===== config.mk =====
export PLATFORM = sky130hd
export DESIGN_NAME = cache_ctrl
export DESIGN_NICKNAME = d
export VERILOG_FILES = /design/src/rtl/cache_ctrl.sv
export SDC_FILE = /design/constraint.sdc
export NUM_CORES = 1
export LEC_CHECK = 0
export BUFFER_PORTS_ARGS = -buffer_cell sky130_fd_sc_hd__buf_2
export CAP_MARGIN = 25
export CELL_PAD_IN_SITES_DETAIL_PLACEMENT = 1
export CELL_PAD_IN_SITES_GLOBAL_PLACEMENT = 1
export CORE_MARGIN = 1.5
export CORE_UTILIZATION = 27
export CTS_CLUSTER_SIZE = 24
export DETAILED_ROUTE_END_ITERATION = 16
export PLACE_DENSITY_LB_ADDON = 0.1
export SETUP_SLACK_MARGIN = 0.3
export SKIP_LAST_GASP = 1
export SLEW_MARGIN = 5
export SYNTH_ARGS = -nofsm -noshare
export SYNTH_HDL_FRONTEND = slang
export SYNTH_SLANG_ARGS = --single-unit

===== constraint.sdc =====
create_clock -name clk -period 1.4 [get_ports clk]
set_input_delay 0.07 -clock clk [delete_from_list [all_inputs] [get_ports clk]]
set_output_delay 0.07 -clock clk [all_outputs]
set_load 0.03 [all_outputs]

===== src/rtl/cache_ctrl.sv =====
// cache_ctrl: sequences the 2-way set-associative cache data array against
// word-wide main memory. Probes the array, services hits, writes back a
// dirty victim block word by word, refills the missing block, then reprobes.
module cache_ctrl #(
  parameter int ADDR_BITS           = 32,
  parameter int TAG_BITS            = 23,
  parameter int SET_INDEX_WIDTH     = 5,
  parameter int ELEMENT_WORDS_WIDTH = 2
) (
  input  logic                 clk,
  input  logic                 rst,
  input  logic [ADDR_BITS-1:0] cpu_addr,
  input  logic                 cpu_rd,
  input  logic                 cpu_wr,
  input  logic [2:0]           cpu_ubhw,
  input  logic [31:0]          cpu_wdata,
  output logic [31:0]          cpu_rdata,
  output logic                 cpu_done,
  output logic                 cpu_stall,
  output logic [ADDR_BITS-1:0] cache_addr,
  output logic                 cache_load,
  output logic                 cache_store,
  output logic                 cache_edit,
  output logic                 cache_invalid,
  output logic [2:0]           cache_ubhw,
  output logic [31:0]          cache_din,
  input  logic                 cache_hit,
  input  logic                 cache_valid,
  input  logic                 cache_dirty,
  input  logic [TAG_BITS-1:0]  cache_tag,
  input  logic [31:0]          cache_dout,
  output logic                 mem_cs,
  output logic                 mem_we,
  output logic [ADDR_BITS-1:0] mem_addr,
  output logic [31:0]          mem_wdata,
  input  logic [31:0]          mem_rdata,
  input  logic                 mem_ack
);

  localparam int IDX_LO = ELEMENT_WORDS_WIDTH + 2;

  typedef enum logic [2:0] {
    S_IDLE, S_PROBE, S_RESP, S_WB_RD, S_WB_WR, S_FILL, S_REPROBE
  } state_t;

  state_t                         state, state_nx;
  logic [ELEMENT_WORDS_WIDTH-1:0] cnt, cnt_nx;
  logic [ADDR_BITS-1:0]           req_addr;
  logic                           req_wr;
  logic [2:0]                     req_ubhw;
  logic [31:0]                    req_wdata;
  logic [TAG_BITS-1:0]            victim_tag;
  logic [SET_INDEX_WIDTH-1:0]     req_idx;
  logic [ADDR_BITS-1:0]           wb_addr, fill_addr;

  assign req_idx   = req_addr[IDX_LO +: SET_INDEX_WIDTH];
  assign wb_addr   = {victim_tag, req_idx, cnt, 2'b00};
  assign fill_addr = {req_addr[ADDR_BITS-1 -: TAG_BITS], req_idx, cnt, 2'b00};

  // State, word counter, request capture and victim tag capture
  always_ff @(posedge clk) begin
    if (rst) begin
      state      <= S_IDLE;
      cnt        <= '0;
      req_addr   <= '0;
      req_wr     <= 1'b0;
      req_ubhw   <= '0;
      req_wdata  <= '0;
      victim_tag <= '0;
    end else begin
      state <= state_nx;
      cnt   <= cnt_nx;
      if (state == S_IDLE && (cpu_rd || cpu_wr)) begin
        req_addr  <= cpu_addr;
        req_wr    <= cpu_wr;      // write wins when both are raised
        req_ubhw  <= cpu_ubhw;
        req_wdata <= cpu_wdata;
      end
      if (state == S_PROBE && !cache_hit && cache_valid && cache_dirty)
        victim_tag <= cache_tag;
    end
  end

  // Next state and all outputs; everything stays 0 while rst is high so
  // nothing leaks to the array or memory during the reset cycle
  always_comb begin
    state_nx      = state;
    cnt_nx        = cnt;
    cpu_rdata     = '0;
    cpu_done      = 1'b0;
    cpu_stall     = 1'b0;
    cache_addr    = '0;
    cache_load    = 1'b0;
    cache_store   = 1'b0;
    cache_edit    = 1'b0;
    cache_invalid = 1'b0;
    cache_ubhw    = '0;
    cache_din     = '0;
    mem_cs        = 1'b0;
    mem_we        = 1'b0;
    mem_addr      = '0;
    mem_wdata     = '0;
    if (!rst) begin
      case (state)
        S_IDLE: begin
          cache_addr = cpu_addr;   // array flags are ready in PROBE
          cache_ubhw = cpu_ubhw;
          cpu_stall  = cpu_rd | cpu_wr;
          if (cpu_rd || cpu_wr) state_nx = S_PROBE;
        end
        S_PROBE: begin
          cpu_stall  = 1'b1;
          cache_addr = req_addr;
          cache_ubhw = req_ubhw;
          if (cache_hit) begin
            if (req_wr) begin
              cache_edit = 1'b1;
              cache_din  = req_wdata;
            end else begin
              cache_load = 1'b1;
            end
            state_nx = S_RESP;
          end else begin
            cnt_nx   = '0;
            state_nx = (cache_valid && cache_dirty) ? S_WB_RD : S_FILL;
          end
        end
        S_RESP: begin
          cpu_stall  = 1'b1;
          cpu_done   = 1'b1;
          cache_addr = req_addr;
          cpu_rdata  = req_wr ? '0 : cache_dout;
          state_nx   = S_IDLE;
        end
        S_WB_RD: begin
          // present the victim word; registered dout carries it next cycle
          cpu_stall  = 1'b1;
          cache_addr = wb_addr;
          state_nx   = S_WB_WR;
        end
        S_WB_WR: begin
          cpu_stall  = 1'b1;
          cache_addr = wb_addr;    // keeps dout stable while memory waits
          mem_cs     = 1'b1;
          mem_we     = 1'b1;
          mem_addr   = wb_addr;
          mem_wdata  = cache_dout;
          if (mem_ack) begin
            cnt_nx   = cnt + 1'b1;
            state_nx = (cnt == '1) ? S_FILL : S_WB_RD;
          end
        end
        S_FILL: begin
          cpu_stall  = 1'b1;
          cache_addr = fill_addr;
          cache_ubhw = req_ubhw;
          mem_cs     = 1'b1;
          mem_addr   = fill_addr;
          if (mem_ack) begin
            cache_store = 1'b1;
            cache_din   = mem_rdata;
            cnt_nx      = cnt + 1'b1;
            if (cnt == '1) state_nx = S_REPROBE;
          end
        end
        S_REPROBE: begin
          // one idle cycle so the flags reflect the refilled block
          cpu_stall  = 1'b1;
          cache_addr = req_addr;
          state_nx   = S_PROBE;
        end
        default: state_nx = S_IDLE;
      endcase
    end
  end

endmodule

==> reports/metrics.yaml, run 1 <==
yosys.area.top_type: "dfxtp_1"
antenna_found_initial: 6
fin_crit_sh_pct: 154
cp.required_ps: 1330
synth_top_area_share_pct: 33.9
synth_edf_count: 0
core_area_mm2: 0.0204
drive_above_1_share_pct: 67.2
overflow: 0
maxCapViolCount: 0
htree_levels: 3
die_y_um: 148
hpwl_um: 19500
grt_pass1_vias: 8756
yosys_register_bits: 96
routed_via_density: 5.62
setup_ws_ps: -759
fin_nets: 1455
ios: 333
synth_top_flop_cell: "dfxtp_1"
wl_um: 43700
grt_pass1_wl_um: 51500
slew_viol_final: 0
netlist_top_cells_count: "nand2_1 (162), dfxtp_1 (96), a21oi_1 (95)"
placed_area_mm2: 0.00919
failed_checks: "setup timing"
chipWidth_um: 148
detail-route-antenna-nets: 0
rows: 52
syn-cell-area_mm2: 0.00567
fill_cells: 2132
utilization_pct: 67.9
peakVddDrop_mv: 0.669
ys_seq_area_share_pct: 33.9
clock-sinks: 96
cts_tree: "built"
drt-pass1-iter-count: 5
crit_type: "register to output pin"
drc_errors: 0
grt_usage_pct: 30.9
start_util_pct: 27.7
synthCells: 766
slew_headroom_pct: 58.3
hold_violations: 0
synthArstFlopShare_pct: 0
hold_path_class: "input pin to register"
startpoint_type: "register"
gp_congestion: 0.789
worstSkewPairLatency_ps: 370
io_buffers: 329
ys_top_cells_by_area: "dfxtp_1 (34%), nand2_1 (11%), a21oi_1 (8.4%), and2_1 (7.9%), a22oi_1 (6.8%)"
skew_ps: 9.92
synthToLayoutAreaGrowth_pct: 145
yosys.cell_count.top_type: "nand2_1"
end_kind: "output pin"
yosysWarningCount: 0
p_leak_nw: 5.94
ys_types: 49
critPathMaxFanout: 7
power.density_mw_per_mm2: 935
cts_root_buf: "clkbuf_16"
drt_iter0_drc: 556
postSynthAreaPerCell_um2: 7.40
worstPathArrival_ps: 2090
die_area_mm2: 0.0219
fin_crit_ps: 2160
max_freq_mhz: 463
rsz0062_at_grt: "yes"
tightest_slew_ps: 626
wl_per_cell_um: 27.8
stdcell_area_mm2: 0.0139
status: "finished, violations left"
finalSetupViolCount: 264
cts_buffer_depth: 2
grt_max_degree: 43
cts_made_buffers: 9
clkTransAtPathRegs_ps: 80
num_vias: 8836
==> layout by cell type (no fill, tap or decap), types with 30 or more instances in the layout <==
| cell type | Yosys | final |
|---|---|---|
| buf_6 | 6 | 182 |
| buf_2 | 31 | 166 |
| nand2_1 | 162 | 99 |
| dfxtp_1 | 96 | 93 |
| dlygate4sd3_1 | 0 | 88 |
| buf_4 | 8 | 76 |
| and2_4 | 0 | 70 |
| a21oi_2 | 0 | 51 |
| nand2_4 | 0 | 48 |
| nor2_4 | 1 | 41 |
| nor2_1 | 81 | 34 |
| buf_12 | 0 | 31 |
| a22oi_2 | 0 | 30 |
==> state kept, by name, indices dropped and copies added, names as in the netlist <==
signal / flops
req_wr: 1
req_ubhw: 3
cnt: 2
req_addr: 32
victim_tag: 23
state: 3
req_wdata: 32
==> layout make-up <==
type | instances | area (um2) | share of cell area, %
antenna | 6 | 15.0 | 0.108
clock buffer | 9 | 225 | 1.62
clock inverter | 7 | 60.1 | 0.433
inverter | 2 | 10.0 | 0.0721
multi-input combinational | 594 | 5340 | 38.5
sequential | 96 | 1930 | 13.9
tap | 270 | 338 | 2.43
timing repair buffer | 589 | 5960 | 42.9
==> cell families (layout without fill, tap and decap cells) <==
logic type,count (synthesis),after routing,share of synthesized area (%)
simple gates,355,355,29.4
compound gates,210,210,24.9
flops,96,96,33.9
buf+inv,78,607,7.17
mux,24,24,4.26
fa+ha+maj,1,1,0.221
other cells,1,9,0.0661
xor+xnor,1,1,0.155
==> path summary, 6_finish.rpt <==
path | start | to | slack [ps] | cells after the start
max | state[1] | cache_addr[22] | -760 | 9
min | cpu_addr[30] | req_addr[30] | 20 | 3
max reg2reg | state[0] | victim_tag[16] | -710 | 12
min reg2reg | req_addr[0] | req_addr[0] | 470 | 2
==> metrics by stage <==
stage                     setup slack (ps)  hold WS [ps]  cells  setup TNS (ps)  power (mW)
final                                 -759          22.8   1573         -164190        13.0
after global routing                  -799          29.0   1573         -176430        13.3
after CTS                             -680         0.187   1545         -150760        11.5
after detailed placement              -362           317   1379          -67060        7.35
after global placement                -345           308   1379          -63340        7.30
after floorplan                       -133           206    768          -10950        5.88
==> report_power, final <==
| group | switching [mW] | internal [mW] | total (mW) |
|---|---|---|---|
| combinational | 3.74 | 3.26 | 6.99 |
| clock | 1.39 | 1.25 | 2.64 |
| sequential | 0.322 | 3.02 | 3.34 |
| total | 5.45 | 7.52 | 13.0 |
==> per-layer routing <==
metal  up-vias  share of wire (%)  track usage (%)  wire (um)
li1       3730                  -                -          -
met1      4437                 36             34.4      15900
met2       495                 51             54.6      22500
met3       174                6.4             6.79       2800
met4         0                5.9             16.6       2560
met5         -                  0                0          0
==> critical path, stage by stage, from the launching register on <==
cell and delay, ps:
dfxtp_4 380, buf_6 140, buf_8 120, nor2_4 170, buf_12 150, buf_12 120
a22o_1 150, nand2_1 100, a21oi_4 200, buf_6 170
==> timing repair <==
| item | in CTS | in global routing |
|---|---|---|
| endpoints found under the hold margin | 88 | 0 |
| pin swaps | 67 | 132 |
| buffers inserted | 42 | 13 |
| hold buffers | 88 | 0 |
| gates resized for setup | 380 | 306 |
| cloned | 20 | 9 |
| setup endpoints to repair | 264 | 264 |
Note: power is estimated with default switching activity, not from simulation.
==> inputs of run 2 (changes only) <==
- CORE_MARGIN: 1.5 -> 2
==> run 2 against run 1 <==
Compared with the run above: the flow still finishes with violations (setup timing); clock skew increased by 2.2 ps; sequential share of layout area is 1.2 points higher; first-iteration DRC count shrank 29%; clock-buffer cell count up 1; core utilization is 6.7 points lower; critical path depth unchanged; routed wire length down 21%; critical path type is now register to register.
==> reports/metrics.yaml, run 2 (synthesis gave the netlist of run 1 again) <==
status: "finished, violations left"
chipWidth_um: 149  # +0.68%
core_area_mm2: 0.0208  # +1.9%
wl_per_cell_um: 22.3  # -20%
ios: 333  # unchanged
rsz0062_at_grt: "yes"
dp_slack_ps: -299  # +62.8 ps
cp.required_ps: 1660  # +330 ps
rows: 53  # +1.9%
synthToLayoutAreaGrowth_pct: 125
drt_iter0_drc: 396  # -29%
worstPathArrival_ps: 2340  # +250 ps
finalSetupViolCount: 263  # -0.38%
layout_commonest_cell: "buf_2"
fill_cells: 2279  # +6.9%
power.density_mw_per_mm2: 899  # -3.8%
cts_made_buffers: 9  # unchanged
drc_errors: 0  # unchanged
tightest_slew_ps: 543  # -83.1 ps
setup_ws_ps: -687  # +71.8 ps
htree_levels: 3  # unchanged
overflow: 0  # unchanged
multiInputGateArea_mm2: 0.00492  # -7.9%
hold_violations: 0  # unchanged
total_power_mw: 11.5  # -12%
die_y_um: 149  # +0.68%
failed_checks: "setup timing"
rr_worst_depth: 9  # -3
register_area_mm2: 0.00193  # unchanged
clock-sinks: 96  # unchanged
max_freq_mhz: 479  # +3.4%
layout_common_cells: "buf_2 (174), nand2_1 (148), buf_6 (134)"
fin_crit_sh_pct: 149  # -5.1 points
cts_tree: "built"
end_kind: "register"
crit_type: "register to register"
slew_headroom_pct: 63.8  # +5.5 points
die_area_mm2: 0.0222  # +1.4%
hpwl_um: 19000  # -2.9%
largestRegisters: "req_addr (32), req_wdata (32), victim_tag (23)"
clkTransAtPathRegs_ps: 80  # about the same
p_leak_nw: 5.36  # -9.7%
slew_viol_final: 0  # unchanged
hp-start: "mem_ack"
fin_crit_ps: 2090  # -71.8 ps
worstSkewPairLatency_ps: 350  # -20 ps
io_buffers: 329  # unchanged
drt-pass1-iter-count: 5  # unchanged
cts_buffer_depth: 2  # unchanged
wl_um: 34400  # -21%
grt_max_degree: 28  # -35%
maxCapViolCount: 0  # unchanged
placed_area_mm2: 0.00918  # -0.12%
r2r_start: "state[2]"
cts_root_buf: "clkbuf_16"
critPathMaxFanout: 7  # unchanged
startpoint_type: "register"
grt_pass1_wl_um: 44900  # -13%
gp_congestion: 0.791  # +0.28%
peakVddDrop_mv: 0.613  # -8.3%
routed_via_density: 5.16  # -8.1%
fin_nets: 1424  # -2.1%
grt_pass1_vias: 8025  # -8.3%
antenna_found_initial: 4  # -2
stdcell_area_mm2: 0.0128  # -8.1%
drive_above_1_share_pct: 60.0  # -7.3 points
hold_depth: 3  # unchanged
skew_ps: 12.1  # +2.19 ps
grt_usage_pct: 25.4  # -5.5 points
detail-route-antenna-nets: 0  # unchanged
r2r_slack_ps: -690  # +20 ps
start_util_pct: 27.2  # -0.52 points
hold_path_class: "input pin to register"
min_to: "cnt[1]"
r2r_end: "req_wdata[25]"
num_vias: 7976  # -9.7%
## run 2: final cells by class
class | count | area share [%]
timing repair buffer | 557 | 41.3
multi-input combinational | 595 | 38.6
inverter | 2 | 0.0589
clock buffer | 10 | 1.79
clock inverter | 6 | 0.402
sequential | 96 | 15.2
antenna | 4 | 0.0785
tap | 275 | 2.70
## run 2: layer usage
metal / track usage (%) / vias to the layer above / routed length (um) / part of all wire, %
met1: 31.4 / 3929 / 13500 / 39
met2: 44.8 / 309 / 18000 / 52
met4: 8.10 / 0 / 1120 / 3.2
li1: - / 3664 / - / -
met5: 0 / - / 0 / 0
met3: 4.43 / 74 / 1880 / 5.5
## run 2: through the flow
step / TNS, ps / hold WS (ps) / cells / utilization (%)
3_5_place_dp: -46710 / 318 / 1375 / 44.1
3_3_place_gp: -42770 / 307 / 1375 / 44.1
4_1_cts: -116320 / 49.8 / 1509 / 55.0
6_report: -134470 / 59.7 / 1545 / 61.3
2_1_floorplan: -10950 / 206 / 768 / -
5_1_grt: -152360 / 77.9 / 1545 / 61.3
## run 2: repair_timing
| action | CTS | global route |
|---|---|---|
| gates cloned | 9 | 14 |
| buffers inserted | 19 | 18 |
| pin swaps | 31 | 84 |
| setup endpoints to repair | 264 | 264 |
| resized for setup | 229 | 259 |
| hold buffers | 90 | 0 |
| hold endpoints to repair | 90 | 0 |
## run 2: where the power goes
group,internal (mW),switching (mW),total (mW)
clock network,1.24,1.26,2.50
registers,3.02,0.326,3.35
logic,2.66,2.97,5.62
## run 2: worst max path at each step
stage | startpoint | endpoint | slack, ps | cells past startpoint
after floorplan | state[0] | cache_addr[25] | -130 | 6
after global placement | state[2] | cache_addr[25] | -270 | 5
after detailed placement | state[2] | cache_addr[25] | -300 | 5
after CTS | state[0] | cache_addr[25] | -580 | 5
after global routing | state[2] | req_wdata[25] | -730 | 9
final | state[2] | req_wdata[25] | -690 | 9
## run 2: critical path: stages, from the launching register on
cell and delay (ps):
dfxtp_4 380, buf_12 150, buf_4 140, or3_4 410
buf_6 140, nor2_4 180, buf_6 150, clkbuf_16 160
nand2_1 60, a21oi_1 210
